$ cat src/rtl/global_pkg.sv
// global_pkg: shared types and constants for the core datapath and load/store unit.
// Rev 1.0
`default_nettype none

package global_pkg;

  typedef enum logic [1:0] {
    MEM_NONE   = 2'd0,
    LOAD_DATA  = 2'd1,
    STORE_DATA = 2'd2
  } memory_operation_t;

  typedef enum logic [1:0] {
    LSU_IDLE = 2'd0,
    LSU_BUS  = 2'd1,
    LSU_RESP = 2'd2
  } lsu_state_t;

  localparam logic [2:0] F3_B  = 3'b000;
  localparam logic [2:0] F3_H  = 3'b001;
  localparam logic [2:0] F3_W  = 3'b010;
  localparam logic [2:0] F3_BU = 3'b100;
  localparam logic [2:0] F3_HU = 3'b101;

  function automatic logic funct3_legal(input memory_operation_t op, input logic [2:0] f3);
    logic ok;
    ok = (f3 == F3_B) || (f3 == F3_H) || (f3 == F3_W);
    if (op == LOAD_DATA) begin
      ok = ok || (f3 == F3_BU) || (f3 == F3_HU);
    end
    return ok;
  endfunction

  function automatic logic is_misaligned(input logic [2:0] f3, input logic [1:0] offset);
    logic mis;
    case (f3[1:0])
      2'b01:   mis = offset[0];
      2'b10:   mis = (offset != 2'b00);
      default: mis = 1'b0;
    endcase
    return mis;
  endfunction

endpackage

`default_nettype wire

$ cat src/rtl/lsu_lane_align.sv
// lsu_lane_align: byte-lane selects, write-data replication and load extraction/extension.
// Rev 1.0
`default_nettype none

module lsu_lane_align
  import global_pkg::*;
(
  input  logic [2:0]  funct3_i,
  input  logic [1:0]  offset_i,
  input  logic [31:0] store_data_i,
  input  logic [31:0] rdata_i,
  output logic [3:0]  sel_o,
  output logic [31:0] wdata_o,
  output logic [31:0] load_data_o
);

  logic [7:0]  w_byte;
  logic [15:0] w_half;
  logic        w_signed;

  always_comb begin
    w_byte      = rdata_i[{offset_i, 3'b000} +: 8];
    w_half      = offset_i[1] ? rdata_i[31:16] : rdata_i[15:0];
    // funct3[2] distinguishes the unsigned load variants
    w_signed    = ~funct3_i[2];
    sel_o       = 4'b1111;
    wdata_o     = store_data_i;
    load_data_o = rdata_i;
    case (funct3_i[1:0])
      2'b00: begin
        sel_o       = 4'b0001 << offset_i;
        wdata_o     = {4{store_data_i[7:0]}};
        load_data_o = {{24{w_byte[7] & w_signed}}, w_byte};
      end
      2'b01: begin
        sel_o       = 4'b0011 << offset_i;
        wdata_o     = {2{store_data_i[15:0]}};
        load_data_o = {{16{w_half[15] & w_signed}}, w_half};
      end
      default: ;
    endcase
  end

endmodule

`default_nettype wire

$ cat src/rtl/load_store_unit.sv
// load_store_unit: latches one control-unit request and runs a single Wishbone classic transfer.
// Rev 1.0
`default_nettype none

module load_store_unit
  import global_pkg::*;
#(
  parameter int TIMEOUT_CYCLES = 255
) (
  input  logic              clk,
  input  logic              rst,
  input  logic              cyc,
  output logic              ack,
  output logic              data_valid,
  input  memory_operation_t memory_operation,
  input  logic [2:0]        funct3,
  input  logic [31:0]       address,
  input  logic [31:0]       store_data,
  output logic [31:0]       load_data,
  output logic              misaligned,
  output logic              access_fault,
  output logic [31:0]       fault_addr,
  output logic              wb_cyc_o,
  output logic              wb_stb_o,
  output logic              wb_we_o,
  output logic [31:0]       wb_adr_o,
  output logic [3:0]        wb_sel_o,
  output logic [31:0]       wb_dat_o,
  input  logic [31:0]       wb_dat_i,
  input  logic              wb_ack_i,
  input  logic              wb_err_i
);

  localparam int               c_CNT_W    = $clog2(TIMEOUT_CYCLES + 1);
  localparam logic [c_CNT_W-1:0] c_CNT_LAST = c_CNT_W'(TIMEOUT_CYCLES - 1);

  lsu_state_t          state_q;
  memory_operation_t   op_q;
  logic [2:0]          funct3_q;
  logic [31:0]         addr_q;
  logic [31:0]         wdata_q;
  logic [c_CNT_W-1:0]  cnt_q;
  logic                ack_q;
  logic                data_valid_q;
  logic [31:0]         load_data_q;
  logic                misaligned_q;
  logic                access_fault_q;
  logic [31:0]         fault_addr_q;
  logic                wb_cyc_q;

  logic [3:0]          w_sel;
  logic [31:0]         w_wdata;
  logic [31:0]         w_rdata;

  lsu_lane_align u_lane_align (
    .funct3_i     (funct3_q),
    .offset_i     (addr_q[1:0]),
    .store_data_i (wdata_q),
    .rdata_i      (wb_dat_i),
    .sel_o        (w_sel),
    .wdata_o      (w_wdata),
    .load_data_o  (w_rdata)
  );

  always_ff @(posedge clk or negedge rst) begin
    if (!rst) begin
      state_q        <= LSU_IDLE;
      op_q           <= MEM_NONE;
      funct3_q       <= 3'b000;
      addr_q         <= 32'h0;
      wdata_q        <= 32'h0;
      cnt_q          <= '0;
      ack_q          <= 1'b0;
      data_valid_q   <= 1'b0;
      load_data_q    <= 32'h0;
      misaligned_q   <= 1'b0;
      access_fault_q <= 1'b0;
      fault_addr_q   <= 32'h0;
      wb_cyc_q       <= 1'b0;
    end else begin
      misaligned_q   <= 1'b0;
      access_fault_q <= 1'b0;
      case (state_q)
        LSU_IDLE: begin
          if (cyc && (memory_operation != MEM_NONE)) begin
            op_q         <= memory_operation;
            funct3_q     <= funct3;
            addr_q       <= address;
            wdata_q      <= store_data;
            data_valid_q <= 1'b0;
            load_data_q  <= 32'h0;
            cnt_q        <= '0;
            if (!funct3_legal(memory_operation, funct3)) begin
              access_fault_q <= 1'b1;
              fault_addr_q   <= address;
              state_q        <= LSU_RESP;
            end else if (is_misaligned(funct3, address[1:0])) begin
              misaligned_q <= 1'b1;
              fault_addr_q <= address;
              state_q      <= LSU_RESP;
            end else begin
              wb_cyc_q <= 1'b1;
              state_q  <= LSU_BUS;
            end
          end
        end
        LSU_BUS: begin
          // err outranks ack; an ack on the final timeout cycle still completes normally
          if (wb_err_i) begin
            wb_cyc_q       <= 1'b0;
            access_fault_q <= 1'b1;
            fault_addr_q   <= addr_q;
            state_q        <= LSU_RESP;
          end else if (wb_ack_i) begin
            wb_cyc_q <= 1'b0;
            if (op_q == LOAD_DATA) begin
              load_data_q <= w_rdata;
            end
            state_q <= LSU_RESP;
          end else if (cnt_q == c_CNT_LAST) begin
            wb_cyc_q       <= 1'b0;
            access_fault_q <= 1'b1;
            fault_addr_q   <= addr_q;
            state_q        <= LSU_RESP;
          end else begin
            cnt_q <= cnt_q + 1'b1;
          end
        end
        LSU_RESP: begin
          ack_q <= cyc;
          if (op_q == LOAD_DATA) begin
            data_valid_q <= 1'b1;
          end
          if (!cyc) begin
            state_q <= LSU_IDLE;
          end
        end
        default: state_q <= LSU_IDLE;
      endcase
    end
  end

  assign ack          = ack_q;
  assign data_valid   = data_valid_q;
  assign load_data    = load_data_q;
  assign misaligned   = misaligned_q;
  assign access_fault = access_fault_q;
  assign fault_addr   = fault_addr_q;

  assign wb_cyc_o = wb_cyc_q;
  assign wb_stb_o = wb_cyc_q;
  assign wb_we_o  = wb_cyc_q & (op_q == STORE_DATA);
  assign wb_adr_o = wb_cyc_q ? {addr_q[31:2], 2'b00} : 32'h0;
  assign wb_sel_o = wb_cyc_q ? w_sel : 4'b0000;
  assign wb_dat_o = (wb_cyc_q && (op_q == STORE_DATA)) ? w_wdata : 32'h0;

endmodule

`default_nettype wire

$ cat config.mk
export PLATFORM = sky130hd
export DESIGN_NAME = load_store_unit
export DESIGN_NICKNAME = d
export VERILOG_FILES = /design/src/rtl/global_pkg.sv /design/src/rtl/lsu_lane_align.sv /design/src/rtl/load_store_unit.sv
export SDC_FILE = /design/constraint.sdc
export NUM_CORES = 1
export LEC_CHECK = 0
export BUFFER_PORTS_ARGS = -buffer_cell sky130_fd_sc_hd__buf_4
export CELL_PAD_IN_SITES_DETAIL_PLACEMENT = 0
export CELL_PAD_IN_SITES_GLOBAL_PLACEMENT = 1
export CORE_MARGIN = 2
export CORE_UTILIZATION = 35
export CTS_BUF_LIST = sky130_fd_sc_hd__clkbuf_8
export DETAILED_ROUTE_END_ITERATION = 16
export PLACE_DENSITY = 0.76
export SLEW_MARGIN = 40
export SYNTH_ARGS = -nofsm -noshare
export SYNTH_HDL_FRONTEND = slang
export SYNTH_SLANG_ARGS = --single-unit
$ cat constraint.sdc
create_clock -name clk -period 2.01 [get_ports clk]
set_input_delay 0.1005 -clock clk [delete_from_list [all_inputs] [get_ports clk]]
set_output_delay 0.1005 -clock clk [all_outputs]
set_load 0.03 [all_outputs]
==> results of run 1 <==
## cell type report
cell class              count  area (sq um)
diodes                      1          2.50
clock buffers              19           262
clock inverters            13           181
fillers                  1977          9800
inverters                  25          93.8
multi-input cells         610          3470
flip-flops and latches    148          3700
well taps                 275           344
repair buffers            375          3160
## worst reg2reg max path: stages (launching register included)
cell	delay, ns
dfrtp_1	0.43
nand2b_4	0.20
or3_1	0.45
and2_1	0.22
buf_12	0.17
a221o_2	0.36
## flip-flops by register name, indices dropped and copies added, names as in the netlist, 2 cells and up
signal / count
addr_q: 32
cnt_q: 8
fault_addr: 32
funct3_q: 3
load_data: 32
op_q: 2
state_q: 2
wdata_q: 32
## power groups by stage
stage                     clock (uW)  sequential, uW  combinational, uW
after floorplan                    0            5030               3130
after global placement             0            4440               6160
after detailed placement           0            4460               6200
after CTS                       2700            4430               6370
after global routing            2820            4550               6950
final                           2620            4430               6420
## path summary, 6_finish.rpt
path                       cells after the start        endpoint
setup / recovery                               5   load_data[27]
hold / removal                                 4    load_data[1]
setup reg to reg                               5   load_data[27]
hold reg to reg                                2     wdata_q[24]
max in group asynchronous                      3  fault_addr[15]
min in group asynchronous                      2     wdata_q[16]
## kinds of logic (layout without fill, tap and decap cells)
kind of cell / count (synthesis) / count (layout) / share of synthesized area
buffers and inverters: 86 / 432 / 0.0505
multiplexers: 56 / 56 / 0.0882
flip-flops: 148 / 148 / 0.495
AND/OR/NAND/NOR: 400 / 400 / 0.226
XOR/XNOR: 4 / 4 / 0.00468
AO/OA/AOI/OAI: 143 / 143 / 0.128
adder cells (fa/ha/maj): 5 / 5 / 0.00836
other: 1 / 3 / 0.000501
## Yosys cell counts (7+ instances only)
library cell | number | share of area
nand2_1 | 282 | 0.14
dfrtp_1 | 148 | 0.49
o21ai_0 | 70 | 0.047
mux2i_1 | 48 | 0.064
clkbuf_1 | 44 | 0.022
nor2_1 | 43 | 0.022
and2_1 | 39 | 0.033
inv_1 | 25 | 0.013
a21oi_1 | 21 | 0.014
a221o_2 | 14 | 0.021
a221o_1 | 10 | 0.013
mux4_2 | 8 | 0.024
o22ai_1 | 8 | 0.0067
a221oi_1 | 7 | 0.0082
nand3_1 | 7 | 0.0047
## per-layer routing
metal,share of wire,up-vias
li1,-,3474
met1,0.43,3436
met2,0.48,252
met3,0.079,18
met4,0.012,0
met5,0,-
## per-stage QoR
| step | utilization | cell area (sq um) | cells |
|---|---|---|---|
| after CTS | 0.529 | 11100 | 1459 |
| after detailed placement | 0.463 | 9720 | 1332 |
| final | 0.534 | 11200 | 1466 |
| after global placement | 0.462 | 9720 | 1332 |
| after global routing | 0.534 | 11200 | 1466 |
| after floorplan | - | 7500 | 844 |
## timing repair
| action | 4_1_cts | 5_1_grt |
|---|---|---|
| setup endpoints to repair | 26 | 41 |
| pin swaps | 0 | 2 |
| hold buffers | 95 | 0 |
| buffers inserted | 0 | 6 |
| endpoints found under the hold margin | 187 | 0 |
| resized for setup | 4 | 11 |
==> key figures, run 1 <==
Pwr
  • Final Total Pwr: 13500 uW
  • LEAKAGE: between 0.005 and 0.006 uW
  • Comb pwr share: 0.477
  • Pint: 7700 uW
  • Seq pwr share: 0.329
  • Clock power frac: 0.195
  • P_sw: roughly 5800 uW
  • Peak supply drop: about 0.00068 V
  • Pwr/cell area: roughly 1200 nW/um^2
  • Switch share: 0.428

Routing
  • DR pass1 iterations: 5
  • WL/cell: between 15 and 20 um
  • Via/cell ratio: 4.90
  • Initial DRC Count: about 300
  • WL final: 24700 um
  • Vias: ~7200
  • DRC violations left: 0
  • ANT nets after route: 0

Floorplan
  • Height of the chip: roughly 150 um
  • Starting Density: 0.356
  • Die Wd: 150 um
  • Core footprint: 21000 sq um
  • I/O pins: 245
  • Die area: 22600 sq um
  • Row count: 53

Placement
  • Post-place setup slack: slightly below 0.1 ns
  • Placer Congestion: 0.791
  • Hpwl dp: ~17000 um
  • I/O Buffers: around 240

Layout
  • Share of cells above drive strength 1: 0.295
  • Syn-to-layout area delta: 49.9%
  • Most common cell after layout, fill and taps aside: nand2_1
  • Highest-count cells in the layout ignoring fill and taps: nand2_1, buf_4, dfrtp_1
  • Final nets: 1288

Yosys
  • Ys Warns: 0
  • Ys async rst share: 1.00
  • Seq/Total Area, Yosys: 0.495
  • Post-synthesis cell count: around 840
  • Synth Register Bits: 148
  • Yosys cell types: 48
  • Mapped Area: 7490 sq um
  • Synth Flop Type: dfrtp_1
  • Mapped Avg Cell Area: about 9 sq um
  • Number of synthesized flops with an enable pin: 0

Global routing
  • Routing usage on met3: 0.0609
  • First-pass GRT wire length: 38700 um
  • Initial antenna violation count: 1
  • GRT Total Usage: 0.219
  • GR peak layer: met2
  • Vias in the first global route: about 7300
  • Met2 usage: 0.361
  • Grt met1 use: 0.287
  • Grt ovf: 0
  • Pin count of the biggest net entering global routing: between 70 and 80

Critical path
  • Arrival @ worst endpoint: 2.26 ns
  • WS Path Type: flop to flop
  • CP bufs+invs: 1
  • Reg2reg setup slack: about 0.079 ns
  • CP required: 2.34 ns
  • Max FO, Critical Path: 32
  • Cell Chain, Critical Path: nand2b_4, or3_1, and2_1, buf_12, a221o_2
  • Startpoint Class: flop
  • Cell family with the largest share of critical-path delay: simple AND/OR/NAND/NOR gates
  • CP max-delay cell: or3_1
  • Crit path capture type: flop
  • Reg2reg start: state_q[1]
  • CP max stage delay: between 0.4 and 0.5 ns
  • Crit. Startpoint: state_q[1]

Clock tree
  • CTS tree: done
  • Num CTS Buffers: 17
  • Clock-pin slew on the worst setup and hold paths: roughly 0.090 ns
  • CTS Sinks: around 150
  • Clock root buffer: clkbuf_8
  • H-Tree Depth: 4
  • Worst-Skew Late Latency: around 0.45 ns
  • Max Root-Sink Buffers: 2

Worst hold path
  • Min-delay src: wb_dat_i[1]
  • Hold WC Path Type: input pin to flop

Timing
  • Fin. Hold Viols: 0
  • Setup Skew: 0.0175 ns
  • Final setup margin: a little under 0.08 ns
  • Minimum clock period: between 1.5 and 2 ns
  • Slew Viols, Final: 0
  • Final setup viols: 0
  • RSZ-0062 raised after global routing: false
  • Final setup TNS: 0 ns
  • Fmax: around 520 MHz
  • Hold WS: approximately 0.044 ns
  • Measured slew at the worst slew-check pin: 0.680 ns
  • Rel. slew slack: 0.547
  • Crit share post-route: 0.960

Flow run
  • Max-cap violation count: 0

Outcome
  • Status: completed
(Power assumes the default switching activity.)
==> run 2, diff against run 1 <==
--- a/config.mk
+++ b/config.mk
@@ -12,8 +12,9 @@
 export CORE_UTILIZATION = 35
 export CTS_BUF_LIST = sky130_fd_sc_hd__clkbuf_8
 export DETAILED_ROUTE_END_ITERATION = 16
-export PLACE_DENSITY = 0.76
-export SLEW_MARGIN = 40
+export PLACE_DENSITY = 0.73
+export REMOVE_ABC_BUFFERS = 1
+export SLEW_MARGIN = 20
 export SYNTH_ARGS = -nofsm -noshare
 export SYNTH_HDL_FRONTEND = slang
 export SYNTH_SLANG_ARGS = --single-unit
==> constraint.sdc (replaced) <==
create_clock -name clk -period 2.5 [get_ports clk]
set_input_delay 0.125 -clock clk [delete_from_list [all_inputs] [get_ports clk]]
set_output_delay 0.125 -clock clk [all_outputs]
set_load 0.03 [all_outputs]
==> key figures, run 2 (same netlist as run 1, synthesis figures left out) <==
Placement
  • I/O Buffers: approximately 240
  • Post-place setup slack: roughly 0.35 ns
  • Hpwl dp: 15900 um
  • Dpl cells: 1326
  • Placed cell area: 9630 sq um
  • Placer Congestion: 0.794

Routing
  • Top Layer Used: met4
  • DRC violations left: 0
  • DR pass1 iterations: 5
  • WL/cell: between 15 and 20 um
  • ANT nets after route: 0
  • Routed length on met2: ~11000 um
  • WL final: 23700 um
  • Via/cell ratio: 4.86
  • Vias: a little over 7000
  • DRT met1 WL: about 10000 um
  • DR WL met3: roughly 1700 um
  • Initial DRC Count: 415

Clock tree
  • Max Root-Sink Buffers: 2
  • Worst-Skew Late Latency: 0.44 ns
  • CTS tree: done
  • CTS Sinks: 148
  • H-Tree Depth: 4
  • Clock-pin slew on the worst setup and hold paths: 0.08 ns
  • Clock root buffer: clkbuf_8
  • Num CTS Buffers: 17
  • Post-CTS setup buffers: 0

Global routing
  • Vias in the first global route: between 7000 and 8000
  • GRT Total Usage: 0.211
  • Grt ovf: 0
  • First-pass GRT wire length: about 37000 um
  • Initial antenna violation count: 0
  • Pin count of the biggest net entering global routing: 75

Layout
  • Cell area after layout: around 11000 sq um
  • Most common cell after layout, fill and taps aside: nand2_1
  • Share of cells above drive strength 1: 0.283
  • Highest-count cells in the layout ignoring fill and taps: nand2_1, buf_4, dfrtp_1
  • # diodes: 0
  • Syn-to-layout area delta: 45.6%
  • Final nets: roughly 1300
  • Final Non-Filler Cells: 1447

Floorplan
  • Core footprint: between 20000 and 25000 sq um
  • Height of the chip: approximately 150 um
  • Die area: approximately 23000 sq um
  • Die Wd: ~150 um
  • Row count: 53
  • I/O pins: 245
  • Starting Density: 0.356

Timing
  • Rel. slew slack: 0.572
  • Slew Viols, Final: 0
  • Setup Skew: ~0.014 ns
  • Crit share post-route: 0.914
  • Minimum clock period: 2.29 ns
  • Fin. Hold Viols: 0
  • Final setup viols: 0
  • Hold WS: between 0.02 and 0.03 ns
  • Final setup margin: roughly 0.21 ns
  • Measured slew at the worst slew-check pin: between 0.6 and 0.7 ns
  • Fmax: 438 MHz
  • RSZ-0062 raised after global routing: false

Critical path
  • Reg2reg start: state_q[1]
  • Crit path capture type: output port
  • Max FO, Critical Path: 25
  • WS Path Type: flop to output port
  • CP required: about 2.4 ns
  • Reg2reg setup slack: roughly 0.33 ns
  • Crit. Startpoint: op_q[1]
  • Arrival @ worst endpoint: approximately 2.2 ns
  • Startpoint Class: flop

Pwr
  • Final Total Pwr: around 10000 uW
  • Pwr/cell area: roughly 950 nW/um^2
  • LEAKAGE: about 0.0054 uW
  • Peak supply drop: 0.000560 V

Flow run
  • Max-cap violation count: 0

Outcome
  • Status: completed

Worst hold path
  • Hold WC Path Type: input pin to flop
  • Min-delay src: wb_dat_i[8]
==> run 2: changes by cell type in the layout (fill, tap and decap cells not counted), moves of 2 or more <==
cell	previous run	this run
a21oi_1	19	21
nor2b_2	2	0
nor2b_1	0	2
a21oi_2	2	0
dlygate4sd3_1	95	89
clkinv_4	1	5
buf_4	269	264
buf_6	3	1
buf_12	8	3
bufinv_16	4	1
==> run 2: final timing paths <==
check | end | cells after the start
setup / recovery | wb_dat_o[7] | 5
hold / removal | load_data[8] | 3
setup reg to reg | load_data[30] | 6
hold reg to reg | wdata_q[29] | 2
max in group asynchronous | load_data[8] | 3
min in group asynchronous | wdata_q[18] | 2
==> run 2: per-layer routing <==
metal | GRT usage | vias to the layer above
li1 | - | 3441
met4 | 0.0420 | 0
met2 | 0.356 | 218
met5 | 0 | -
met3 | 0.0652 | 19
met1 | 0.268 | 3358
==> run 2: final cells by class <==
class,count,area (sq um)
tap,275,344
multi-input combinational,610,3430
timing repair buffer,357,2940
fill,1990,10100
clock inverter,13,125
sequential,148,3700
clock buffer,19,262
inverter,25,93.8
==> run 2: report_power, final <==
| part | internal [uW] | total, uW | switching, uW |
|---|---|---|---|
| combinational | 1860 | 4920 | 3060 |
| sequential | 3070 | 3590 | 518 |
| clock | 853 | 1830 | 977 |
==> run 2: what timing repair did <==
action / in CTS / in global routing
hold endpoints to repair: 262 / 0
hold buffers: 89 / 0
resized for setup: 0 / 0
==> run 2: critical path: stages, from the launching register on <==
cell     delay [ns]
dfrtp_1        0.41
nand2_1        0.06
or2_2          0.48
inv_1          0.33
and2_1         0.26
buf_4          0.16
==> run 2: per-stage QoR <==
stage / utilization / TNS (ns)
final: 0.519 / 0
after global placement: 0.458 / 0
after detailed placement: 0.458 / 0
after global routing: 0.519 / 0
after CTS: 0.519 / 0
after floorplan: - / -76.48
==> run 3, diff against run 2 <==
--- a/config.mk
+++ b/config.mk
@@ -12,9 +12,10 @@
 export CORE_UTILIZATION = 35
 export CTS_BUF_LIST = sky130_fd_sc_hd__clkbuf_8
 export DETAILED_ROUTE_END_ITERATION = 16
-export PLACE_DENSITY = 0.73
+export PLACE_DENSITY = 0.72
 export REMOVE_ABC_BUFFERS = 1
 export SLEW_MARGIN = 20
 export SYNTH_ARGS = -nofsm -noshare
 export SYNTH_HDL_FRONTEND = slang
+export SYNTH_HIERARCHICAL = 1
 export SYNTH_SLANG_ARGS = --single-unit
==> constraint.sdc (replaced) <==
create_clock -name clk -period 2.9 [get_ports clk]
set_input_delay 0.145 -clock clk [delete_from_list [all_inputs] [get_ports clk]]
set_output_delay 0.145 -clock clk [all_outputs]
set_load 0.03 [all_outputs]
==> key figures, run 3 <==
Critical path
  • Max FO, Critical Path: 15
  • Crit path capture type: output port
  • Worst path most repeated cell: buf_4
  • CP bufs+invs: 3
  • Cell family with the largest share of critical-path delay: buffers and inverters
  • Cell Chain, Critical Path: buf_4, nor2_2, buf_4, mux2_2, and2_1, buf_4
  • Startpoint Class: flop
  • Arrival @ worst endpoint: 2.35 ns
  • CP max stage delay: 0.41 ns
  • CP required: about 2.8 ns
  • CP max-delay cell: dfrtp_1
  • WS Path Type: flop to output port

Yosys
  • Mapped Avg Cell Area: 8.64 sq um
  • Post-synth top cells: nand2_1, dfrtp_1, o21ai_0, and2_1, mux2i_1
  • Most numerous cell in the Yosys netlist: nand2_1
  • Ys Warns: 6
  • Largest area contributor in the synthesized netlist: dfrtp_1
  • Post-synthesis cell count: 916
  • Synth Register Bits: approximately 150
  • Synth top area share: 0.468
  • Top post-synthesis cells by area: dfrtp_1, nand2_1, mux2i_1
  • Number of synthesized flops with an enable pin: 0
  • Ys async rst share: 1.00
  • Yosys cell types: 61
  • Seq/Total Area, Yosys: 0.468
  • Mapped Area: about 8000 sq um
  • Synth Flop Type: dfrtp_1

Pwr
  • Pwr/cell area: 846 nW/um^2
  • Peak supply drop: about 0.0004 V
  • LEAKAGE: between 0.005 and 0.006 uW

Flow run
  • Max-cap violation count: 0

Timing
  • Slew Viols, Final: 0
  • Final setup viols: 0
  • Fmax: 401 MHz
  • Setup Skew: around 0.015 ns
  • Measured slew at the worst slew-check pin: approximately 0.97 ns
  • RSZ-0062 raised after global routing: false
  • Crit share post-route: 0.859
  • Minimum clock period: between 2 and 2.5 ns
  • Rel. slew slack: 0.355
  • Final setup TNS: 0 ns
  • Fin. Hold Viols: 0

Layout
  • Fillers: 2201
  • Final nets: between 1000 and 1500
  • # diodes: 0
  • Final Non-Filler Cells: approximately 1500
  • Highest-count cells in the layout ignoring fill and taps: nand2_1, buf_4, dfrtp_1
  • Syn-to-layout area delta: 39.8%
  • Most common cell after layout, fill and taps aside: nand2_1
  • Final core occ: 0.493
  • Share of cells above drive strength 1: 0.281

Clock tree
  • H-Tree Depth: 4
  • Num CTS Buffers: 17
  • Worst-Skew Late Latency: 0.46 ns
  • CTS Sinks: around 150
  • CTS tree: done
  • CTS-repair resized insts: 0
  • Post-CTS setup buffers: 0
  • Clock root buffer: clkbuf_8
  • Post-CTS Hold Fix Bufs: 70
  • Max Root-Sink Buffers: 2
  • Clock-pin slew on the worst setup and hold paths: around 0.09 ns

Routing
  • DR pass1 iterations: 4
  • Initial DRC Count: 339
  • WL final: 23900 um
  • WL/cell: ~16 um
  • DRC violations left: 0
  • Via/cell ratio: between 4 and 5
  • Vias: roughly 7200
  • ANT nets after route: 0

Placement
  • Placer Congestion: just under 0.8
  • Dpl cells: ~1400
  • I/O Buffers: ~240
  • Hpwl dp: approximately 16000 um

Floorplan
  • Die Wd: ~150 um
  • Die area: between 20000 and 25000 sq um
  • Row count: between 50 and 60
  • Starting Density: 0.353
  • Core footprint: between 20000 and 25000 sq um
  • Height of the chip: roughly 150 um
  • I/O pins: between 200 and 250

Global routing
  • First-pass GRT wire length: 38000 um
  • Vias in the first global route: between 7000 and 8000
  • Pin count of the biggest net entering global routing: 74
  • Initial antenna violation count: 0
  • Grt ovf: 0
  • GRT Total Usage: 0.200

Outcome
  • Status: completed

Worst hold path
  • Hold WC Path Type: input pin to flop
-- run 3: cells by family (layout without fill, tap and decap cells) --
logic type	after synthesis	in the layout	synth area share
xor+xnor	2	2	0.00221
flops	148	148	0.468
mux	65	65	0.0877
fa+ha+maj	5	5	0.00791
simple gates	458	458	0.254
buf+inv	77	371	0.0484
compound gates	160	160	0.132
other cells	1	2	0.000474
-- run 3: final cells by class --
class | instances | area, sq um | area share
timing repair buffer | 332 | 2720 | 0.246
multi-input combinational | 692 | 3860 | 0.349
clock inverter | 14 | 141 | 0.0128
tap | 285 | 357 | 0.0322
sequential | 148 | 3700 | 0.335
clock buffer | 18 | 248 | 0.0224
inverter | 7 | 26.3 | 0.00238
-- run 3: routing by layer --
layer	GRT usage	wire (um)	vias up
met3	0.0434	1170	21
met5	0	0	-
met2	0.326	11400	158
met1	0.269	11000	3390
li1	-	-	3584
met4	0.0617	400	0
-- run 3: stage by stage --
stage	setup WS [ns]	instance area, sq um	hold WS [ns]	total power [uW]
after global placement	0.771	9970	0.213	7720
after CTS	0.398	11100	0.0132	9470
after detailed placement	0.747	9970	0.211	7750
after global routing	0.304	11100	0.0308	9990
final	0.409	11100	0.0343	9360
after floorplan	-2.29	7560	-0.151	5940
-- run 3: report_power, final --
part	switching, uW	internal (uW)
Sequential	443	2670
Clock	891	725
Combinational	2820	1820
-- run 3: path summary, 6_finish.rpt --
kind | start | endpoint | slack [ns] | cells past startpoint
setup / recovery | funct3_q[1] | wb_dat_o[11] | 0.41 | 6
setup reg to reg | state_q[1] | addr_q[5] | 0.76 | 5
max in group asynchronous | rst | fault_addr[30] | 1.80 | 3
hold / removal | funct3[0] | funct3_q[0] | 0.03 | 3
hold reg to reg | wdata_q[21] | wdata_q[21] | 0.48 | 2
min in group asynchronous | rst | wdata_q[23] | 0.26 | 2
-- run 3: worst register-to-register path, cell delays in order, from the launching register on --
cell and delay [ns]:
dfrtp_1 0.47, or2_2 0.37, or2_2 0.67, buf_4 0.38
nand2_1 0.09, nand2_1 0.05
